`src/rtl/sat_cnt8.sv`:
```
// 8-bit saturating event counter.
// Clear and increment together leave the counter at one.
module sat_cnt8 (
  input  logic       clk,
  input  logic       rst_n,
  input  logic       clr,
  input  logic       inc,
  output logic [7:0] cnt
);

  // count events, stick at 255, clear has lower priority than a new event
  always_ff @(posedge clk or negedge rst_n) begin
    if (!rst_n) begin
      cnt <= 8'd0;
    end else if (clr) begin
      cnt <= {7'd0, inc};
    end else if (inc && cnt != 8'hFF) begin
      cnt <= cnt + 8'd1;
    end
  end

endmodule

```
`config.mk`:
```
export PLATFORM = sky130hd
export DESIGN_NAME = sat_cnt8
export DESIGN_NICKNAME = d
export VERILOG_FILES = /design/src/rtl/sat_cnt8.sv
export SDC_FILE = /design/constraint.sdc
export NUM_CORES = 1
export LEC_CHECK = 0
export ABC_AREA = 1
export BUFFER_PORTS_ARGS = -buffer_cell sky130_fd_sc_hd__buf_2
export CAP_MARGIN = 20
export CORE_AREA = 2 2 39 41
export CTS_CLUSTER_SIZE = 12
export DETAILED_ROUTE_END_ITERATION = 7
export DIE_AREA = 0 0 41 43
export PLACE_DENSITY_LB_ADDON = 0.12
export SYNTH_ARGS = -nofsm -noshare
export SYNTH_HDL_FRONTEND = slang
export SYNTH_SLANG_ARGS = --single-unit
```
`constraint.sdc`:
```
create_clock -name clk -period 3.45 [get_ports clk]
set_input_delay 0.1725 -clock clk [delete_from_list [all_inputs] [get_ports clk]]
set_output_delay 0.1725 -clock clk [all_outputs]
set_load 0.005 [all_outputs]
```
== After elaboration in Yosys (flattened, before gate mapping) ==
Index checks and enable logic that the tools add are counted.

* Bits in registers: 8
* Output and inout bits: 8

* Add/sub/neg operators: 1
* Eq/ne operators: 1
* Mux-type cells: 2
* Reduce and logical (&&, ||, !) cells: 2

{| class="wikitable"
|+ Operators with widths
! operator !! number
|-
| 2-to-1 mux 8 bit || 2
|-
| adder 8 x 1 -> 8 bit, second input constant || 1
|-
| inequality test 8 bit, second input constant || 1
|-
| nonzero test 2 bit || 1
|-
| logical AND 1 bit || 1
|}

== Depth between registers and ports, before layout ==
* Depth in word-level cells: 4
* Mapped depth: 8
* Mapped depth without buffers: 8

== Least setup slack after synthesis ==
Ideal clock, no wire load.

* Kind: flip-flop to flip-flop
* From: register cnt[0]
* To: register cnt[3]
* Library setup time: 0.118 ns
* Arrival time: 1.163 ns
* Required time: 3.332 ns
* Setup slack: 2.169 ns
* Cell stages (with the launch flop): 9
* Path buffers: 0
* Period minus slack after synthesis: 1.281 ns
* Path through: dfrtp_1 -> ha_1 -> nand2_1 -> nor2_2 -> nand2_4 -> nand2_8 -> nand2_2 -> nand2_1 -> nand2_1

* Cells in the longest elaborated chain, start to end: 3
* Elaborated cells on any way between the ends: 6
* Those cells by class: add/sub: 1; eq/ne: 1; mux: 2; reduce/logical: 2

{| class="wikitable"
|+ Ends and longest elaborated chain
! item !! RTL line !! RTL
|-
| start: declaration || 8 || <nowiki>output logic [7:0] cnt</nowiki>
|-
| start signal: assignment || 16 || <nowiki>cnt <= {7'd0, inc};</nowiki>
|-
| start signal: assignment || 18 || <nowiki>cnt <= cnt + 8'd1;</nowiki>
|-
| adder 8 x 1 -> 8 bit or inequality test 8 bit (tied branches) || 18, 17 ||
|-
| 2-to-1 mux 8 bit or logical AND 1 bit (tied branches) || 17 || <nowiki>end else if (inc && cnt != 8'hFF) begin</nowiki>
|-
| 2-to-1 mux 8 bit or nonzero test 2 bit (tied branches) || - ||
|}

Parallel ways exist; a longest one is shown, timed or not. The select of a mux whose other input is x is not followed.
A chain may end at the register's enable or synchronous reset.

== Final worst setup path ==
* From: register cnt[0]
* To: register cnt[1]

Same word-level chain as after synthesis.

==> results.cfg <==
[logic_synthesis]
synth_seq_area_share_pct = 38.6
ys.flop_type = dfrtp_1
synth_seq_cells = 8
netlist_area_um2 = 519
netlist.area_leader.share_pct = 38.6
syn_avg_cell_area_um2 = 7.53
yosys-top-cells-count = nand2_1 (19), nand3_1 (10), dfrtp_1 (8), inv_1 (8), nor2_1 (6)
ys_types = 18
yosysWarningCount = 0
yosysMostFrequentCell = nand2_1
synth-edff-count = 0
syn_inst = 69
synthTopCellsByArea = dfrtp_1 (39%), nand2_1 (14%), nand3_1 (9.6%)
yosysTopAreaCell = dfrtp_1
synth_nets = 74
synthArstFlopShare_pct = 100

[timing]
skew_ns = 0.00191
post-route-period-util_pct = 39.9
setup_ws_ns = 2.07
max_freq_mhz = 726
report.final.slew_viol_count = 0
rsz0062_at_grt = no
finalSetupViolations = 0
min_period_ns = 1.38
tightest_slew_ns = 0.325
fin_tns_setup_ns = 0
finalHoldViolCount = 0
relSlewSlack_pct = 78.2

[finish]
largest_reg_flops = 8
nFillCells = 145
syn_to_final_growth_pct = 20.7
area.sequential_um2 = 200
num-nets-final = 91
top_register = cnt
diodes = 0
layout-drive-gt1-share_pct = 27.4
reg_top3 = cnt: 8 flops
multiInputGateArea_um2 = 285

[power_and_ir_drop]
power-per-cell-area_nw_per_um2 = 317
vdd_drop_max_mv = 0.189
p_leak_nw = 0.352

[global_routing]
grt_first_pass_wirelength_mm = 1.88
grt_start_max_net_pins = 11
grt_pass1_vias = 438
track_usage_pct = 16.1
overflow = 0
antenna_found_initial = 0

[clock_tree]
cts_root_buf = clkbuf_4
ctsHoldBuffers = 1
postCtsSetupRepairBufs = 0
path_clk_slew_ns = 0.06
cts_resized = 0
clk-insertion-delay-late_ns = 0.25
numCtsBuffers = 3
cts_tree = done
cts_buffer_depth = 2
htreeDepth = 1
clkSinkCount = 8

[setup_path]
cp.required_ns = 3.64
path_class = reg2reg
cp_cell_sequence = ha_1 -> nand2_1 -> nor2_2 -> nand2_4 -> nand2_8 -> nor2_2 -> nand2_1 -> nand2_1
cp_top_family = simple AND/OR/NAND/NOR gates
cp_max_fo = 8
end_kind = flip-flop
crit_path_start_kind = flip-flop
crit_top_cell = nand2_1
critPathBufInv = 0
critPathSlowestCell = dfrtp_1
arrival_ns = 1.57
max_stage_delay_ns = 0.41

[route]
wl_mm = 1.09
drc = 0
num_vias = 480
drtIter0Drc = 17
wl_per_cell_um = 10.9
ant_nets = 0
viasPerCell = 4.80
firstDrtPassIters = 4

[placed_design]
io_buffers = 11
dp_hpwl_um = 799
place.gp.congestion = 0.727
place_ws_ns = 2.08

[flow_run]
cap_viol_max_count = 0

[status]
status = finished, final reports clean

[worst_hold_path]
min_path_type = in2reg

[floorplanning]
die_w_um = 41
die_y_um = 43
dieArea_um2 = 1760
ios = 12
start_util_pct = 37.5
core_um2 = 1380
core.rowCount = 14
layer usage:
metal / global-route usage (%) / wire length (µm) / part of all wire, %
met4: 12.0 / 9 / 0.82
met2: 20.9 / 485 / 44
met3: 1.57 / 45 / 4.1
met1: 23.4 / 552 / 51
met5: 0 / 0 / 0
cell usage in the layout (no fill, tap or decap), drive strengths merged:
master | netlist | layout
nand3 | 10 | 10
buf | 0 | 11
clkinv | 1 | 1
nand4 | 2 | 2
dlygate4sd3 | 0 | 1
xor2 | 1 | 1
a21oi | 2 | 2
nor2 | 9 | 9
o21ai | 2 | 2
clkbuf | 0 | 3
inv | 8 | 8
nor3 | 1 | 1
dfrtp | 8 | 8
a21boi | 1 | 1
ha | 1 | 1
nand2 | 23 | 23
cell families (layout without fill, tap and decap cells):
family          count (synthesis)  count (layout)  synth area share, %
compound gates                  5               5                 6.75
xor+xnor                        1               1                 1.69
fa+ha+maj                       1               1                 2.41
buf+inv                         9              24                 6.51
flops                           8               8                 38.6
simple gates                   45              45                 44.1
final cells by class:
type,instances,area share [%]
clock buffer,3,3.59
inverter,9,5.39
multi-input combinational,52,45.5
sequential,8,31.9
tap,16,3.19
timing repair buffer,12,10.4
tightest hold or removal path: stages:
cell     delay [ns]
buf_2          0.12
nand2_1        0.05
nand3_1        0.07
final timing paths:
path,end,slack (ns),cells after the start,startpoint
min reg2reg,cnt[6]$_DFFE_PN0P_,0.57,2,cnt[6]$_DFFE_PN0P_
min,cnt[0]$_DFFE_PN0P_,0.20,3,clr
max,cnt[1]$_DFFE_PN0P_,2.07,8,cnt[0]$_DFFE_PN0P_
max in group asynchronous,cnt[5]$_DFFE_PN0P_,3.00,2,rst_n
min in group asynchronous,cnt[1]$_DFFE_PN0P_,0.28,2,rst_n
max reg2reg,cnt[1]$_DFFE_PN0P_,2.07,8,cnt[0]$_DFFE_PN0P_
per-stage QoR:
step	hold WS [ns]	power (mW)	cell area [µm²]	std cells	util, %
CTS	0.195	0.202	627	100	45.3
floorplan	-0.123	0.115	519	69	-
finish	0.197	0.198	627	100	45.3
global route	0.211	0.212	627	100	45.3
global placement	0.0274	0.127	594	96	42.9
detailed placement	0.0274	0.127	594	96	42.9
power breakdown:
| part | internal [mW] | switching, mW | total, mW |
|---|---|---|---|
| combinational | 0.00978 | 0.0152 | 0.0250 |
| clock | 0.0399 | 0.0324 | 0.0722 |
| sequential | 0.0972 | 0.00400 | 0.101 |
| total | 0.147 | 0.0516 | 0.198 |
No activity file was read; power rests on OpenSTA's default activity.
